[config.mk]
export PLATFORM = sky130hd
export DESIGN_NAME = biplex_reorder_rd_flat
export DESIGN_NICKNAME = d
export VERILOG_FILES = /design/src/rtl/biplex_pkg.sv /design/src/rtl/biplex_reorder_rd_if.sv /design/src/rtl/reorder_rd_pipe.sv /design/src/rtl/biplex_reorder_rd.sv /design/src/flat_wrapper.sv
export SDC_FILE = /design/constraint.sdc
export NUM_CORES = 1
export LEC_CHECK = 0
export CORE_MARGIN = 4
export CORE_UTILIZATION = 48
export DETAILED_ROUTE_END_ITERATION = 16
export GPL_ROUTABILITY_DRIVEN = 0
export PLACE_DENSITY = 0.85
export SYNTH_ARGS = -nofsm -noshare
export SYNTH_HDL_FRONTEND = slang
export SYNTH_SLANG_ARGS = --single-unit
[constraint.sdc]
create_clock -name clk -period 4.2 [get_ports clk]
set_clock_uncertainty 0.05 [all_clocks]
set_input_delay 0.84 -clock clk [delete_from_list [all_inputs] [get_ports clk]]
set_output_delay 0.84 -clock clk [all_outputs]
set_load 0.02 [all_outputs]
[src/rtl/biplex_pkg.sv]
// Shared types and helpers for the Biplex FFT output reorder buffer.
// The bit-reversed drain order is selected by BIPLEX_REORDER_BITREV_EN in the read block.
package biplex_pkg;

  typedef enum logic [0:0] {
    RD_IDLE = 1'b0,
    RD_READ = 1'b1
  } rd_state_t;

  // Enabled edges from a registered read address to the registered output sample.
  localparam int RD_LAT       = 2;
  localparam int BITREV_MAX_W = 16;
  localparam int BITREV_IDX_W = $clog2(BITREV_MAX_W);

  // Reverses the low w bits of v; bits at and above w come back as zero.
  function automatic logic [BITREV_MAX_W-1:0] bitrev(input logic [BITREV_MAX_W-1:0] v,
                                                     input int w);
    logic [BITREV_MAX_W-1:0] r;
    logic [BITREV_IDX_W-1:0] idx;
    r = '0;
    for (int i = 0; i < BITREV_MAX_W; i++) begin
      if (i < w) begin
        idx = BITREV_IDX_W'(w - 1 - i);
        r[BITREV_IDX_W'(i)] = v[idx];
      end
    end
    return r;
  endfunction

endpackage

[src/rtl/biplex_reorder_rd_if.sv]
// Signal bundle between the reorder read block (slave) and its environment (master).
// Strobe semantics: wr_bank is qualified by wr_done, dout/sync_out by dout_vld, all only on ena cycles.
interface biplex_reorder_rd_if
  import biplex_pkg::*;
#(
  parameter int ADDR_W = 5,
  parameter int DATA_W = 36
);
  logic              ena;
  logic              wr_done;
  logic              wr_bank;
  logic [ADDR_W:0]   rd_addr;
  logic [DATA_W-1:0] rd_data;
  logic [DATA_W-1:0] dout;
  logic              dout_vld;
  logic              sync_out;
  logic              overrun;
  rd_state_t         dbg_state;

  modport slave (
    input  ena, wr_done, wr_bank, rd_data,
    output rd_addr, dout, dout_vld, sync_out, overrun, dbg_state
  );

  modport master (
    output ena, wr_done, wr_bank, rd_data,
    input  rd_addr, dout, dout_vld, sync_out, overrun, dbg_state
  );
endinterface

[src/rtl/reorder_rd_pipe.sv]
// Tag delay line (vld/first) matched to the RAM read latency, plus the output data register.
module reorder_rd_pipe
  import biplex_pkg::*;
#(
  parameter int DATA_W = 36
) (
  input  logic              clk,
  input  logic              rst,
  input  logic              i_ena,
  input  logic              i_vld,
  input  logic              i_first,
  input  logic [DATA_W-1:0] i_data,
  output logic [DATA_W-1:0] o_data,
  output logic              o_vld,
  output logic              o_sync
);

  logic [RD_LAT-1:0] r_vld;
  logic [RD_LAT-1:0] r_first;
  logic [DATA_W-1:0] r_data;

  always_ff @(posedge clk or posedge rst) begin
    if (rst) begin
      r_vld   <= '0;
      r_first <= '0;
      r_data  <= '0;
    end else if (i_ena) begin
      r_vld   <= {r_vld[RD_LAT-2:0], i_vld};
      r_first <= {r_first[RD_LAT-2:0], i_first};
      r_data  <= i_data;
    end
  end

  assign o_data = r_data;
  assign o_vld  = r_vld[RD_LAT-1];
  assign o_sync = r_vld[RD_LAT-1] & r_first[RD_LAT-1];

endmodule

[src/rtl/biplex_reorder_rd.sv]
// Read side of the Biplex reorder buffer: drains completed ping-pong banks as framed samples.
// Define BIPLEX_REORDER_BITREV_EN for bit-reversed offsets; otherwise offsets run in natural order.
module biplex_reorder_rd
  import biplex_pkg::*;
#(
  parameter int ADDR_W = 5,
  parameter int DATA_W = 36
) (
  input  logic                 clk,
  input  logic                 rst,
  biplex_reorder_rd_if.slave   bus
);

  localparam logic [ADDR_W-1:0] CNT_LAST = '1;

  rd_state_t         r_state;
  rd_state_t         w_state_nxt;
  logic [1:0]        r_pending;
  logic [1:0]        w_pending_nxt;
  logic [1:0]        w_set;
  logic [1:0]        w_clr;
  logic              r_rd_bank;
  logic              w_rd_bank_nxt;
  logic              w_nb;
  logic [ADDR_W-1:0] r_cnt;
  logic [ADDR_W-1:0] w_cnt_nxt;
  logic [ADDR_W-1:0] w_off;
  logic              w_issue;
  logic              w_issue_first;
  logic              w_overrun_evt;
  logic [ADDR_W:0]   r_rd_addr;
  logic              r_iss_vld;
  logic              r_iss_first;
  logic              r_overrun;

`ifdef BIPLEX_REORDER_BITREV_EN
  assign w_off = ADDR_W'(bitrev(BITREV_MAX_W'(r_cnt), ADDR_W));
`else
  assign w_off = r_cnt;
`endif

  assign w_nb = ~r_rd_bank;

  always_comb begin
    w_state_nxt   = r_state;
    w_cnt_nxt     = r_cnt;
    w_rd_bank_nxt = r_rd_bank;
    w_clr         = '0;
    w_set         = '0;
    w_issue       = 1'b0;
    w_issue_first = 1'b0;
    if (bus.wr_done) w_set[bus.wr_bank] = 1'b1;

    case (r_state)
      RD_IDLE: begin
        if (r_pending[r_rd_bank]) begin
          w_state_nxt        = RD_READ;
          w_clr[r_rd_bank]   = 1'b1;
          w_issue            = 1'b1;
          w_issue_first      = 1'b1;
          w_cnt_nxt          = ADDR_W'(1);
        end
      end
      RD_READ: begin
        w_issue       = 1'b1;
        w_issue_first = (r_cnt == '0);
        w_cnt_nxt     = r_cnt + ADDR_W'(1);
        if (r_cnt == CNT_LAST) begin
          w_rd_bank_nxt = w_nb;
          // A bank completing in this very cycle is consumed without a gap.
          if (r_pending[w_nb] || w_set[w_nb]) w_clr[w_nb] = 1'b1;
          else                                 w_state_nxt = RD_IDLE;
        end
      end
      default: w_state_nxt = RD_IDLE;
    endcase

    // A new completion on a bank that was already pending survives its own clear.
    w_pending_nxt = ((r_pending | w_set) & ~w_clr) | (r_pending & w_set);
    w_overrun_evt = bus.wr_done &&
                    (r_pending[bus.wr_bank] || (r_state == RD_READ && bus.wr_bank == r_rd_bank));
  end

  always_ff @(posedge clk or posedge rst) begin
    if (rst) begin
      r_state     <= RD_IDLE;
      r_pending   <= '0;
      r_rd_bank   <= 1'b0;
      r_cnt       <= '0;
      r_rd_addr   <= '0;
      r_iss_vld   <= 1'b0;
      r_iss_first <= 1'b0;
      r_overrun   <= 1'b0;
    end else if (bus.ena) begin
      r_state     <= w_state_nxt;
      r_pending   <= w_pending_nxt;
      r_rd_bank   <= w_rd_bank_nxt;
      r_cnt       <= w_cnt_nxt;
      r_iss_vld   <= w_issue;
      r_iss_first <= w_issue_first;
      r_overrun   <= r_overrun | w_overrun_evt;
      if (w_issue) r_rd_addr <= {r_rd_bank, w_off};
    end
  end

  reorder_rd_pipe #(.DATA_W(DATA_W)) u_pipe (
    .clk     (clk),
    .rst     (rst),
    .i_ena   (bus.ena),
    .i_vld   (r_iss_vld),
    .i_first (r_iss_first),
    .i_data  (bus.rd_data),
    .o_data  (bus.dout),
    .o_vld   (bus.dout_vld),
    .o_sync  (bus.sync_out)
  );

  assign bus.rd_addr   = r_rd_addr;
  assign bus.overrun   = r_overrun;
  assign bus.dbg_state = r_state;

endmodule
[src/flat_wrapper.sv]
// flat-port wrapper written by rule: the top's interface ports become plain ports
module biplex_reorder_rd_flat import biplex_pkg::*;
#(
  parameter int ADDR_W = 5,
  parameter int DATA_W = 36
)
  (clk, rst, bus_ena, bus_wr_done, bus_wr_bank, bus_rd_data, bus_rd_addr, bus_dout, bus_dout_vld, bus_sync_out, bus_overrun, bus_dbg_state);
  biplex_reorder_rd_if #(.ADDR_W(ADDR_W), .DATA_W(DATA_W)) bus_i ();
  input  logic clk;
  input  logic rst;
  input wire logic [$bits(bus_i.ena)-1:0] bus_ena;
  input wire logic [$bits(bus_i.wr_done)-1:0] bus_wr_done;
  input wire logic [$bits(bus_i.wr_bank)-1:0] bus_wr_bank;
  input wire logic [$bits(bus_i.rd_data)-1:0] bus_rd_data;
  output wire logic [$bits(bus_i.rd_addr)-1:0] bus_rd_addr;
  output wire logic [$bits(bus_i.dout)-1:0] bus_dout;
  output wire logic [$bits(bus_i.dout_vld)-1:0] bus_dout_vld;
  output wire logic [$bits(bus_i.sync_out)-1:0] bus_sync_out;
  output wire logic [$bits(bus_i.overrun)-1:0] bus_overrun;
  output wire logic [$bits(bus_i.dbg_state)-1:0] bus_dbg_state;
  assign bus_i.ena = bus_ena;
  assign bus_i.wr_done = bus_wr_done;
  assign bus_i.wr_bank = bus_wr_bank;
  assign bus_i.rd_data = bus_rd_data;
  assign bus_rd_addr = bus_i.rd_addr;
  assign bus_dout = bus_i.dout;
  assign bus_dout_vld = bus_i.dout_vld;
  assign bus_sync_out = bus_i.sync_out;
  assign bus_overrun = bus_i.overrun;
  assign bus_dbg_state = bus_i.dbg_state;
  biplex_reorder_rd #(.ADDR_W(ADDR_W), .DATA_W(DATA_W)) u_core (.clk(clk), .rst(rst), .bus(bus_i));
endmodule
==> After elaboration in Yosys (flattened, before gate mapping) <==
Index checks and enable logic that the tools add are counted.
Widths: inputs -> output; s select.
{ "op_classes": {"addsub": 1, "n_mul": 0, "div_mod_pow": 0, "magnitude_cmp": 6, "eq_ne": 3, "n_shift": 0, "muxes": 27, "n_bitwise": 9, "n_reduce_logical": 11} }
{ "op_table": {"columns": ["cell", "n"], "rows": [
  ["$mux 1", 14],
  ["$pmux 5 s2", 1],
  ["$mux 2", 4],
  ["$lt 1x2->1 const B", 3],
  ["$pmux 1 s2", 3],
  ["$add 5x1->5 const B", 1],
  ["$eq 5x5->1 const B", 1],
  ["$logic_and 1x1->1", 5],
  ["$logic_not 5->1", 1],
  ["$mux 5", 1],
  ["$and 2x2->2", 2],
  ["$or 2x2->2", 2],
  ["$pmux 2 s2", 1],
  ["$reduce_and 2->1", 2],
  ["$demux 1 s1", 3],
  ["$ge 1x1->1 const B", 3],
  ["$reduce_and 3->1", 1],
  ["$logic_or 1x1->1", 2],
  ["$ne 2x1->1 const B", 1],
  ["$not 1->1", 2],
  ["$not 2->2", 1],
  ["$and 1x1->1", 1],
  ["$eq 1x1->1", 1],
  ["$or 1x1->1", 1]
]} }
{ "totals": {"reg_bits": 58, "latch_bits": 0, "ramBits": 0, "rom_bits": 0, "inputBits": 41, "output_inout_bits": 46, "wordCells": 68, "memories": 0} }

==> Longest topological paths before layout <==
{ "depth": {"ltp_word": 14, "ltp_mapped": 6, "depth_no_buf": 6} }

==> Hierarchy <==
Synthesis repeated with hierarchy kept, for this count alone.
{ "hier_totals": {"cells_unflattened": 167, "hier_area_um2": 2433.6} }
{ "by_module_without_submodules": {"columns": ["mod", "instances", "cells_each", "area_per_inst_um2"], "rows": [
  ["reorder_rd_pipe", 1, 86, 1506.4],
  ["biplex_reorder_rd", 1, 81, 927.1]
]} }

==> Least setup slack after synthesis <==
Ideal clock, no wire load.
{ "synth_path": {"path_kind": "input to register", "start": "in bus_ena", "end": "reg u_core.u_pipe.r_data[10], in the netlist u_core.u_pipe.o_data[10]", "setup_ns": 0.125, "arrival_time_ns": 1.554, "path_slack_ns": 2.471, "stages": 3, "n_path_buf": 2, "path_cell_list": "buf_2 > buf_2 > mux2_2"} }
{ "synth_rtl": {"columns": ["item", "line_no", "text"], "rows": [
  ["start, declared", "flat_wrapper.sv:11", "input wire logic [$bits(bus_i.ena)-1:0] bus_ena;"],
  ["end signal, assigned", "reorder_rd_pipe.sv:30", "r_data <= i_data;"],
  ["end, declared", "reorder_rd_pipe.sv:20", "logic [DATA_W-1:0] r_data;"]
]} }
No word-level cell between the ends.

==> Worst setup path after layout <==
{ "layout_path": {"start": "reg u_core.r_state, in the netlist u_core.bus.dbg_state", "end": "out bus_dbg_state"} }
{ "layout_rtl": {"columns": ["item", "line_no", "text"], "rows": [
  ["start, declared", "biplex_reorder_rd.sv:16", "rd_state_t r_state;"],
  ["start signal, assigned", "biplex_reorder_rd.sv:95", "r_state <= w_state_nxt;"],
  ["end, declared", "flat_wrapper.sv:20", "output wire logic [$bits(bus_i.dbg_state)-1:0] bus_dbg_state;"]
]} }
No word-level cell between the ends.

==> metrics <==
Remaining DRCs=0; number of global-route vias before repair=1789; htree depth=3; # diodes=0; GRT overflow=0; worst setup slack after layout=1670 ps; Tmin final=2530 ps; Final nets=301; clock slew at reported path FFs=60 ps; CP startpoint=u_core.bus.dbg_state; slew of the pin with the lowest slew margin=695 ps; Final Hold Viols=0; Static Leak=1.49 nW; DR vias=1640; die area=0.00622 mm^2; Initial Utilization=0.504; Inserted Clock Buffers=9; Setup Buffers After CTS=0; Slew Limit Headroom=0.536; fmax=395 MHz; core box area=0.00479 mm^2; Detail Placement HPWL=3.43 mm; share of post-route cells with drive strength above 1=0.282; DP Worst Slack=1780 ps; final worst path period share=0.603; DR iter-0 viols=44; register area share after synthesis=0.602; Final setup violation count=0; Setup CP Type=reg2out; Max Cap Violations=0; worst vdd ir=0.397 mV; commonest non-fill, non-tap cell in the layout=clkdlybuf4s50_1; count of pins over their slew limit=0; initial antenna violation count=0; DIE HEIGHT=78.9 um; largest net degree at the start of global routing=36; synth unique cells=33; wire per inst=15.0 um; status=complete, no violations; setup TNS=0 ps; crit-path max FO=13; Post-Synthesis Cell Area=0.00241 mm^2; TritonCTS clock tree=done; most frequent cells in the layout=clkdlybuf4s50_1, dfrtp_1, mux2_2, clkbuf_8; detailed-route wire length=4.93 mm; Final ANT Viol Nets=0; Worst path max stage delay=710 ps; clk root buf=clkbuf_8; Die X=78.9 um; hold buffers post-CTS=0; Layout Utilization=0.745; Syn Nets=210; worst hold path type=reg2reg; CTS resizes=0; length of the first detailed-routing pass in iterations=4; CTS Buffer Depth=2; # port buffers=86; Avg Cell Area, Syn=14.5 um^2; Synth-to-Final Area Change=47.7%; critical path, cell by cell=clkdlybuf4s50_1; CP required=3310 ps; Worst Path Buf+Inv=1; CTS sink cnt=58; hold path start=u_core.bus.overrun; # IOs=87; WP data arrival=1640 ps; critical path launch point type=flip-flop; Tot GR Track Use=0.171; CP Capture Type=output pin; first-pass GRT wire length=8.28 mm; Clk Latency, worst-skew pair=320 ps; Cells after Synth=166; DR vias/cell=4.98; num rows=25; Warnings, synthesis=0; FILL cells=323; reg-to-reg startpoint=u_core.r_rd_bank; CP max stage cell=clkdlybuf4s50_1; Crit path max-delay family=buffers and inverters; RSZ-0062 raised after global routing=no; Pwr Density=519 mW/mm^2; Yosys reg bits=58
## stage by stage
stage	total power [mW]	instances	hold WS, ps	instance area (um^2)
2_1_floorplan	1.02	166	423	2410
3_3_place_gp	1.21	313	409	3310
3_5_place_dp	1.22	313	409	3310
4_1_cts	1.87	329	423	3560
5_1_grt	1.94	329	449	3560
6_report	1.85	329	417	3560
## synthesized netlist by cell type, drive strengths merged
library cell / number / area (um^2)
a22oi: 1 / 7.51
nor2b: 2 / 12.5
xnor2: 2 / 17.5
a22o: 2 / 20.0
nor2: 3 / 11.3
or2b: 2 / 15.0
and2: 2 / 12.5
nand3: 3 / 15.0
buf: 7 / 51.3
nand3b: 1 / 7.51
clkbuf: 1 / 3.75
mux2: 47 / 552
nor4b: 1 / 8.76
nand2: 4 / 15.0
a221o: 1 / 10.0
o21ai: 3 / 26.3
inv: 4 / 15.0
a21oi: 6 / 30.0
o211ai: 1 / 7.51
a21o: 1 / 8.76
a31o: 1 / 8.76
a211o: 2 / 20.0
ha: 3 / 37.5
a31oi: 1 / 6.26
nor3: 2 / 10.0
dfrtp: 58 / 1450
and3: 2 / 12.5
o22ai: 2 / 12.5
nand2b: 1 / 6.26
## area by class of cell
cell class	instances	area, um^2	share of cell area
multi-input cells	96	891	0.250
flip-flops and latches	58	1450	0.407
inverters	4	15.0	0.00421
well taps	67	83.8	0.0235
clock buffers	11	151	0.0425
repair buffers	88	871	0.244
clock inverters	5	100	0.0281
## per-layer routing
metal,vias up,share of wire,wire length [um],GRT usage
met3,8,0.076,373,0.0567
li1,772,-,-,-
met1,799,0.45,2210,0.223
met4,0,0.015,76,0.0825
met2,61,0.46,2280,0.256
met5,-,0,0,0
## state kept, by name, summed over array words and instances, names as in the netlist
register	cells
u_core.bus.rd_addr	6
u_core.u_pipe.o_data	36
u_core.bus.dbg_state	1
u_core.u_pipe.r_vld	2
u_core.bus.overrun	1
u_core.r_rd_bank	1
u_core.r_iss_vld	1
u_core.r_cnt	5
u_core.u_pipe.r_first	2
u_core.r_pending	2
u_core.r_iss_first	1
## cells by family after synthesis
family / after synthesis / share of synthesized area
flip-flops: 58 / 0.602
multiplexers: 47 / 0.229
AND/OR/NAND/NOR: 23 / 0.0524
AO/OA/AOI/OAI: 21 / 0.0654
buffers and inverters: 12 / 0.0290
adder cells (fa/ha/maj): 3 / 0.0156
XOR/XNOR: 2 / 0.00726
## worst paths after layout
path | end | slack, ps | depth (start not counted)
setup / recovery | bus_dbg_state | 1670 | 1
hold / removal | u_core.bus.overrun | 420 | 1
setup reg to reg | u_core.bus.rd_addr[4] | 2370 | 3
hold reg to reg | u_core.bus.overrun | 420 | 1
max in group asynchronous | u_core.u_pipe.o_data[3] | 2410 | 3
min in group asynchronous | u_core.u_pipe.o_data[16] | 900 | 2
## power breakdown
group / internal [mW] / total, mW / switching [mW] / leakage, nW
combinational: 0.274 / 0.472 / 0.198 / 0.696
clock: 0.424 / 0.632 / 0.207 / 0.129
sequential: 0.656 / 0.746 / 0.0895 / 0.660
total: 1.35 / 1.85 / 0.495 / 1.49
Power figures use the tool's default switching activity.
